===== src/rtl/ptr_sync_pkg.sv =====
// Shared helpers and limits for the gray-pointer synchronizer.
// Gray decode and popcount work on a fixed maximum width; callers zero-extend.
package ptr_sync_pkg;

  localparam int STAGES_MIN = 2;
  localparam int STAGES_MAX = 4;
  localparam int PTR_W_MAX  = 32;
  localparam int CNT_W      = 3;

  // Leading zeros decode to zeros, so one wide decoder serves any pointer width.
  function automatic logic [PTR_W_MAX-1:0] g2b(input logic [PTR_W_MAX-1:0] g);
    logic [PTR_W_MAX-1:0] b;
    b[PTR_W_MAX-1] = g[PTR_W_MAX-1];
    for (int i = PTR_W_MAX - 2; i >= 0; i--) begin
      b[i] = b[i+1] ^ g[i];
    end
    return b;
  endfunction

  function automatic logic [5:0] popcount(input logic [PTR_W_MAX-1:0] v);
    logic [5:0] cnt;
    cnt = 6'd0;
    for (int i = 0; i < PTR_W_MAX; i++) begin
      cnt = cnt + {5'd0, v[i]};
    end
    return cnt;
  endfunction

endpackage


===== src/rtl/ptr_sync_chan.sv =====
// One pointer channel: sync chain, gray/binary hold, advance, change pulse and
// optional sticky illegal-jump flag (built when PTR_SYNC_ERRCHK_EN is defined).
module ptr_sync_chan
  import ptr_sync_pkg::*;
#(
  parameter int W      = 5,
  parameter int STAGES = 2
) (
  input  logic         rclk,
  input  logic         rrst,
  input  logic         vld,
  input  logic [W-1:0] wptr,
  input  logic         err_clr,
  output logic [W-1:0] rq_gray,
  output logic [W-1:0] rq_bin,
  output logic [W-1:0] rq_delta,
  output logic         rq_chg,
  output logic         rq_err
);

  logic [W-1:0] sync_r [STAGES];
  logic [W-1:0] gray_r;
  logic [W-1:0] bin_r;
  logic [W-1:0] delta_r;
  logic         chg_r;
  logic         err_r;

  logic [W-1:0] s_last_s;
  logic [W-1:0] bin_next_s;
  logic [W-1:0] delta_next_s;
  logic         chg_next_s;
  logic         err_next_s;

  assign s_last_s = sync_r[STAGES-1];

  // Plain flop chain, nothing between stages.
  always_ff @(posedge rclk) begin
    if (rrst) begin
      for (int k = 0; k < STAGES; k++) begin
        sync_r[k] <= '0;
      end
    end else begin
      sync_r[0] <= wptr;
      for (int k = 1; k < STAGES; k++) begin
        sync_r[k] <= sync_r[k-1];
      end
    end
  end

  // Decode, advance and change detection; silent until the warm-up completes.
  always_comb begin
    bin_next_s   = W'(g2b(PTR_W_MAX'(s_last_s)));
    delta_next_s = '0;
    chg_next_s   = 1'b0;
    if (vld) begin
      delta_next_s = bin_next_s - bin_r;
      chg_next_s   = (s_last_s != gray_r);
    end else begin
      delta_next_s = '0;
      chg_next_s   = 1'b0;
    end
  end

`ifdef PTR_SYNC_ERRCHK_EN
  // A set on the same edge as a clear must win.
  always_comb begin
    err_next_s = err_r;
    if (vld && (popcount(PTR_W_MAX'(s_last_s ^ gray_r)) > 6'd1)) begin
      err_next_s = 1'b1;
    end else if (err_clr) begin
      err_next_s = 1'b0;
    end else begin
      err_next_s = err_r;
    end
  end
`else
  logic unused_err_clr_s;
  assign unused_err_clr_s = err_clr;

  // Checker not built: flag stays low.
  always_comb begin
    err_next_s = 1'b0;
  end
`endif

  // Output hold registers.
  always_ff @(posedge rclk) begin
    if (rrst) begin
      gray_r  <= '0;
      bin_r   <= '0;
      delta_r <= '0;
      chg_r   <= 1'b0;
      err_r   <= 1'b0;
    end else begin
      gray_r  <= s_last_s;
      bin_r   <= bin_next_s;
      delta_r <= delta_next_s;
      chg_r   <= chg_next_s;
      err_r   <= err_next_s;
    end
  end

  assign rq_gray  = gray_r;
  assign rq_bin   = bin_r;
  assign rq_delta = delta_r;
  assign rq_chg   = chg_r;
  assign rq_err   = err_r;

endmodule


===== src/rtl/ptr_sync_multi.sv =====
// Multi-channel gray-pointer synchronizer into the rclk domain with shared warm-up.
// Optional jump checker: define PTR_SYNC_ERRCHK_EN.
module ptr_sync_multi
  import ptr_sync_pkg::*;
#(
  parameter int ADDRSIZE = 4,
  parameter int STAGES   = 2,
  parameter int NCH      = 1
) (
  input  logic                         rclk,
  input  logic                         rrst,
  input  logic [NCH*(ADDRSIZE+1)-1:0]  wptr,
  input  logic [NCH-1:0]               err_clr,
  output logic [NCH*(ADDRSIZE+1)-1:0]  rq_gray,
  output logic [NCH*(ADDRSIZE+1)-1:0]  rq_bin,
  output logic [NCH*(ADDRSIZE+1)-1:0]  rq_delta,
  output logic [NCH-1:0]               rq_chg,
  output logic                         rq_vld,
  output logic [NCH-1:0]               rq_err
);

  localparam int W = ADDRSIZE + 1;
  localparam logic [CNT_W-1:0] CNT_ONE  = CNT_W'(1);
  localparam logic [CNT_W-1:0] CNT_LAST = CNT_W'(STAGES);
  localparam logic [CNT_W-1:0] CNT_SAT  = CNT_W'(STAGES + 1);

  if ((STAGES < STAGES_MIN) || (STAGES > STAGES_MAX)) begin : g_bad_stages
    $fatal(1, "ptr_sync_multi: STAGES must be within 2..4");
  end

  logic [CNT_W-1:0] cnt_r;
  logic             vld_r;

  // Warm-up: outputs become meaningful once the chain and hold are filled.
  always_ff @(posedge rclk) begin
    if (rrst) begin
      cnt_r <= '0;
      vld_r <= 1'b0;
    end else begin
      if (cnt_r != CNT_SAT) begin
        cnt_r <= cnt_r + CNT_ONE;
      end else begin
        cnt_r <= cnt_r;
      end
      vld_r <= vld_r | (cnt_r == CNT_LAST);
    end
  end

  assign rq_vld = vld_r;

  for (genvar i = 0; i < NCH; i++) begin : g_ch
    ptr_sync_chan #(
      .W      (W),
      .STAGES (STAGES)
    ) u_chan (
      .rclk     (rclk),
      .rrst     (rrst),
      .vld      (vld_r),
      .wptr     (wptr[i*W +: W]),
      .err_clr  (err_clr[i]),
      .rq_gray  (rq_gray[i*W +: W]),
      .rq_bin   (rq_bin[i*W +: W]),
      .rq_delta (rq_delta[i*W +: W]),
      .rq_chg   (rq_chg[i]),
      .rq_err   (rq_err[i])
    );
  end

endmodule

===== config.mk =====
export PLATFORM = sky130hd
export DESIGN_NAME = ptr_sync_multi
export DESIGN_NICKNAME = d
export VERILOG_FILES = /design/src/rtl/ptr_sync_pkg.sv /design/src/rtl/ptr_sync_chan.sv /design/src/rtl/ptr_sync_multi.sv
export SDC_FILE = /design/constraint.sdc
export NUM_CORES = 1
export LEC_CHECK = 0
export ABC_AREA = 1
export CAP_MARGIN = 20
export CORE_ASPECT_RATIO = 1.1
export CORE_MARGIN = 2
export CORE_UTILIZATION = 52
export DETAILED_ROUTE_END_ITERATION = 16
export GPL_TIMING_DRIVEN = 0
export PLACE_DENSITY = 0.81
export SLEW_MARGIN = 10
export SYNTH_ARGS = -nofsm -noshare
export SYNTH_HDL_FRONTEND = slang
export SYNTH_HIERARCHICAL = 1
export SYNTH_SLANG_ARGS = --single-unit
export TNS_END_PERCENT = 1

===== constraint.sdc =====
create_clock -name rclk -period 4.76 [get_ports rclk]
set_input_delay 1.19 -clock rclk [delete_from_list [all_inputs] [get_ports rclk]]
set_output_delay 1.19 -clock rclk [all_outputs]
set_load 0.02 [all_outputs]

==> impl_metrics.toml, run 1 <==
[status]
outcome = "complete, no violations"

[final_layout]
fin_util_pct = 68.4
nFillCells = 195
final_common_cell = "nor2_1"
final_nets = 190
layout-drive-gt1-share_pct = 13.7
area_growth_pct = 26.5
final_cell_mix = "30 x nor2_1, 29 x dfxtp_1, 25 x inv_1"
antennaDiodeCount = 0

[floorplanning]
core_area_mm2 = 0.00221
ios = 26
fp.dieH_um = 54.2
initial_core_util_pct = 54.0
rows = 18
fp.dieW_um = 49.7
dieArea_mm2 = 0.00269

[critical_path]
r2r_cells = 12
reg2reg_from = "g_ch[0].u_chan/sync_r[0][9]"
cp-startpoint = "g_ch[0].u_chan/rq_gray[4]"
crit_fanout = 3
r2r_setup_slack_ps = 2550
cpPeakStageDelay_ps = 580
start_kind = "flip-flop"
path_cells = "buf_4 > clkdlybuf4s50_1"
crit_slowest_cell = "clkdlybuf4s50_1"
timing.rr.end = "g_ch[0].u_chan/rq_delta[4]"
crit_type = "reg -> out"
crit_end = "rq_gray[4]"
endpoint_kind = "primary output"
cp.required_ps = 3570
crit_arrival_ps = 1370

[route]
wl_per_cell_um = 9.88
drc_errors = 0
drt_iter0_drc = 12
dr.pass1.iters = 4
viasPerCell = 4.55
wl_mm = 2.03
ant_nets = 0
via_count = 933

[global_routing]
grt_first_pass_wirelength_mm = 3.57
grt_max_degree = 11
antenna_found_initial = 0
grt_pass1_vias = 911
gr-total-overflow = 0
grtUsageTotal_pct = 18.1

[clock_tree]
numClockSinks = 29
cts_buffers = 5
cts_root_buf = "clkbuf_4"
postCtsSetupBuffers = 0
cts_tree = "yes"
cts.clk_slew.worst_paths_ps = 80
hold_buffers = 0
insertion_delay_ps = 310
ctsResizeCount = 0
htreeDepth = 2
cts_buffer_depth = 2

[sta]
slew_violations = 0
finClkSkew_ps = 8.73
setup_violations = 0
period_needed_ps = 2560
hold_viol = 0
timing.fmax_mhz = 391
tns_ps = 0
min_period_over_period_pct = 53.7
rsz0062_at_grt = "no"

[logic_synthesis]
synth_area_per_cell_um2 = 8.28
syn-cell-area_mm2 = 0.00119
synth_edf_count = 0
ys_seq_elements = 29
yosys.area.top_type = "dfxtp_1"
ys_types = 22
syn-num-nets = 160
synth-async-reset-ratio_pct = 0
ys_warn_count = 6
netlist_top_cells_area = "dfxtp_1 49%, nor2_1 9.4%, inv_1 7.9%"
synth_top_area_share_pct = 48.7
synth_cells = 144
yosys_most_used_dff = "dfxtp_1"
yosysSeqAreaShare_pct = 48.7

[placed_design]
gp_congestion = 0.800
numPortBuffers = 23
post-dp-hpwl_mm = 1.62

[run]
drv_cap = 0

[min_path]
hold_path_class = "reg -> reg"

[power]
powerDensity_mw_per_mm2 = 339
ir_drop_mv = 0.196
leakage_uw = 0.000728
-- power by group --
group	leakage, µW	switching (µW)	internal, µW
logic	0.000463	59.1	46.6
registers	0.000238	11.8	260
clock network	0.0000265	74.7	58.7
-- cells by family after synthesis --
family | share of synthesized area, %
buffers and inverters | 11.5
other | 0.314
adder cells (fa/ha/maj) | 9.02
XOR/XNOR | 3.67
AND/OR/NAND/NOR | 21.8
AO/OA/AOI/OAI | 4.93
flip-flops | 48.7
-- cell type report --
class,instances,area (µm²),area share (%)
sequential,29,581,38.5
multi-input combinational,81,474,31.4
timing repair buffer,23,230,15.3
inverter,30,113,7.46
clock buffer,8,48.8,3.23
tap,30,37.5,2.49
buffer,4,25.0,1.66
-- worst min path at each step --
stage	start	endpoint	slack (ps)	cells past startpoint
5_1_grt	g_ch[0].u_chan/sync_r[0][2]	g_ch[0].u_chan/sync_r[0][7]	420	2
3_3_place_gp	g_ch[0].u_chan/sync_r[0][1]	g_ch[0].u_chan/sync_r[0][6]	390	2
2_1_floorplan	g_ch[0].u_chan/sync_r[0][0]	g_ch[0].u_chan/sync_r[0][5]	390	2
6_report	g_ch[0].u_chan/sync_r[0][0]	g_ch[0].u_chan/sync_r[0][5]	400	2
3_5_place_dp	g_ch[0].u_chan/sync_r[0][2]	g_ch[0].u_chan/sync_r[0][7]	400	2
4_1_cts	g_ch[0].u_chan/sync_r[0][0]	g_ch[0].u_chan/sync_r[0][5]	410	2
-- per-stage QoR --
stage / cell area, µm² / setup slack, ps / total power (µW) / hold slack [ps] / instances
global route: 1510 / 2140 / 541 / 423 / 205
CTS: 1510 / 2180 / 516 / 407 / 205
finish: 1510 / 2200 / 511 / 404 / 205
detailed placement: 1460 / 2320 / 384 / 396 / 197
floorplan: 1190 / 2850 / 345 / 388 / 144
global placement: 1460 / 2320 / 375 / 389 / 197
-- state kept, by name (all words and copies together), names as in the netlist --
name,cells
g_ch.u_chan/sync_r,10
g_ch.u_chan/rq_delta,5
g_ch.u_chan/rq_gray,5
g_ch.u_chan/rq_bin,4
cnt_r,3
g_ch.u_chan/rq_chg,1
rq_vld,1
-- synth_stat cells, types with 2 or more instances --
library cell	count
inv_1	25
nand2_2	4
o21ai_0	4
nand2_1	13
buf_4	2
nand3_1	2
nand3_2	4
ha_1	7
inv_2	5
buf_2	2
dfxtp_1	29
a21oi_1	5
nor2_1	30
xor2_1	4
-- layer usage --
metal	track usage [%]	part of all wire, %
met5	0	0
met4	10.6	1.4
met3	4.92	4.3
met2	36.0	54
met1	16.8	40
-- critical path, delay by kind of cell (launching register included) --
family                 cells  cell delay, ps
buffers and inverters      2             700
flip-flops                 1             370
Note: power is estimated with default switching activity, not from simulation.
==> run 2: changes to the inputs <==
--- a/config.mk
+++ b/config.mk
@@ -9,10 +9,10 @@
 export CAP_MARGIN = 20
 export CORE_ASPECT_RATIO = 1.1
 export CORE_MARGIN = 2
-export CORE_UTILIZATION = 52
+export CORE_UTILIZATION = 44
 export DETAILED_ROUTE_END_ITERATION = 16
 export GPL_TIMING_DRIVEN = 0
-export PLACE_DENSITY = 0.81
+export PLACE_DENSITY = 0.73
 export SLEW_MARGIN = 10
 export SYNTH_ARGS = -nofsm -noshare
 export SYNTH_HDL_FRONTEND = slang
==> constraint.sdc (replaced) <==
create_clock -name rclk -period 2.3 [get_ports rclk]
set_input_delay 0.575 -clock rclk [delete_from_list [all_inputs] [get_ports rclk]]
set_output_delay 0.575 -clock rclk [all_outputs]
set_load 0.02 [all_outputs]
==> impl_metrics.toml, run 2 (synthesized netlist as in run 1, its figures left out) <==
[power]
leakage_uw = 0.000734
powerDensity_mw_per_mm2 = 693
ir_drop_mv = 0.543

[sta]
tns_ps = 0
timing.fmax_mhz = 477
finClkSkew_ps = 7.70
period_needed_ps = 2100
fin_hold_ws_ps = 399
hold_viol = 0
rsz0062_at_grt = "no"
slew_violations = 0
setup_violations = 0
min_period_over_period_pct = 91.1

[critical_path]
crit_type = "reg -> reg"
endpoint_kind = "flip-flop"
r2r_cells = 12
path_cells = "inv_2 > nand2_2 > nand3_2 > nand2_4 > nand2_2 > nand3_2 > nand2_2 > ha_1 > fa_1 > o21ai_1 > o21ai_0 > a21oi_1"
critPathTopFamily = "adder cells"
crit_top_cell = "nand2_2"
crit_buf_inv = 1
crit_slowest_cell = "fa_1"
crit_fanout = 4
crit_arrival_ps = 2340
path_depth = 12
cp.required_ps = 2550
start_kind = "flip-flop"
cpPeakStageDelay_ps = 450

[min_path]
hold_path_class = "reg -> reg"
hold_depth = 2

[final_layout]
antennaDiodeCount = 0
area_growth_pct = 27.0
final_common_cell = "nor2_1"
regMostFlops = "g_ch.u_chan/sync_r"
largest_reg_flops = 10
final_nets = 190
layout-drive-gt1-share_pct = 15.4
final_cell_mix = "30 x nor2_1, 28 x dfxtp_1, 25 x inv_1"

[clock_tree]
cts_buffer_depth = 2
cts_tree = "yes"
cts_root_buf = "clkbuf_4"
insertion_delay_ps = 310
cts.clk_slew.worst_paths_ps = 90
htreeDepth = 2
numClockSinks = 29
cts_buffers = 5

[global_routing]
grtUsageTotal_pct = 14.6
grt_max_degree = 11
grt_first_pass_wirelength_mm = 3.33
grt_pass1_vias = 842
antenna_found_initial = 0
gr-total-overflow = 0

[floorplanning]
dieArea_mm2 = 0.00314
fp.dieH_um = 58.6
initial_core_util_pct = 46.9
rows = 19
fp.dieW_um = 53.6
ios = 26
core_area_mm2 = 0.00254

[route]
drt_iter0_drc = 3
ant_nets = 0
viasPerCell = 4.33
dr.pass1.iters = 4
wl_per_cell_um = 8.90
wl_mm = 1.83
via_count = 891
drc_errors = 0

[placed_design]
gp_congestion = 0.746
post-dp-hpwl_mm = 1.48
numPortBuffers = 23

[run]
drv_cap = 0

[status]
outcome = "complete, no violations"
run 2: cell count changes in the layout (fill, tap and decap cells not counted):
cell / change
dfxtp_1: -1
dfxtp_2: +1
clkbuf_1: -2
o21ai_1: +1
o21ai_0: -1
clkinv_2: +2
run 2: per-stage QoR:
step	std cells	total power [µW]	util (%)	worst slack, ps	area (µm²)
after floorplan	144	715	-	389	1190
after global placement	198	777	57.5	237	1460
after detailed placement	198	790	57.5	130	1460
after CTS	206	1070	59.5	100	1510
after global routing	206	1120	59.5	16.7	1510
final	206	1050	59.5	204	1510
run 2: repair_timing:
| action | 4_1_cts | 5_1_grt |
|---|---|---|
| buffers inserted | 0 | 0 |
| setup endpoints to repair | 0 | 1 |
| hold buffers | 0 | 0 |
| resized for setup | 0 | 2 |
run 2: layer usage:
metal / track usage, % / vias to the layer above / wire length [µm] / share of wire (%)
met4: 6.59 / 0 / 19 / 1.0
met5: 0 / - / 0 / 0
met3: 5.08 / 2 / 94 / 5.1
li1: - / 483 / - / -
met2: 24.3 / 18 / 955 / 52
met1: 16.7 / 388 / 764 / 42
run 2: cell type report:
type	count	area [µm²]
plain buffers	4	25.0
clock buffers	6	41.3
clock inverters	2	10.0
fillers	233	1030
inverters	30	113
multi-input cells	81	474
flip-flops and latches	29	582
well taps	31	38.8
repair buffers	23	230
run 2: power by group:
part	total (µW)	internal (µW)	switching, µW
clock network	273	116	157
logic	213	96.1	116
registers	563	539	23.5
run 2: final timing paths:
kind,from,to,slack (ps)
min reg2reg,g_ch[0].u_chan/sync_r[0][3],g_ch[0].u_chan/sync_r[0][8],400
max,g_ch[0].u_chan/sync_r[0][9],g_ch[0].u_chan/rq_delta[4],200
max reg2reg,g_ch[0].u_chan/sync_r[0][9],g_ch[0].u_chan/rq_delta[4],200
min,g_ch[0].u_chan/sync_r[0][3],g_ch[0].u_chan/sync_r[0][8],400
run 2: tightest hold or removal path, cell delays in order, from the launching register on:
cell and delay [ps]:
dfxtp_1 310, inv_1 40, nor2_1 30
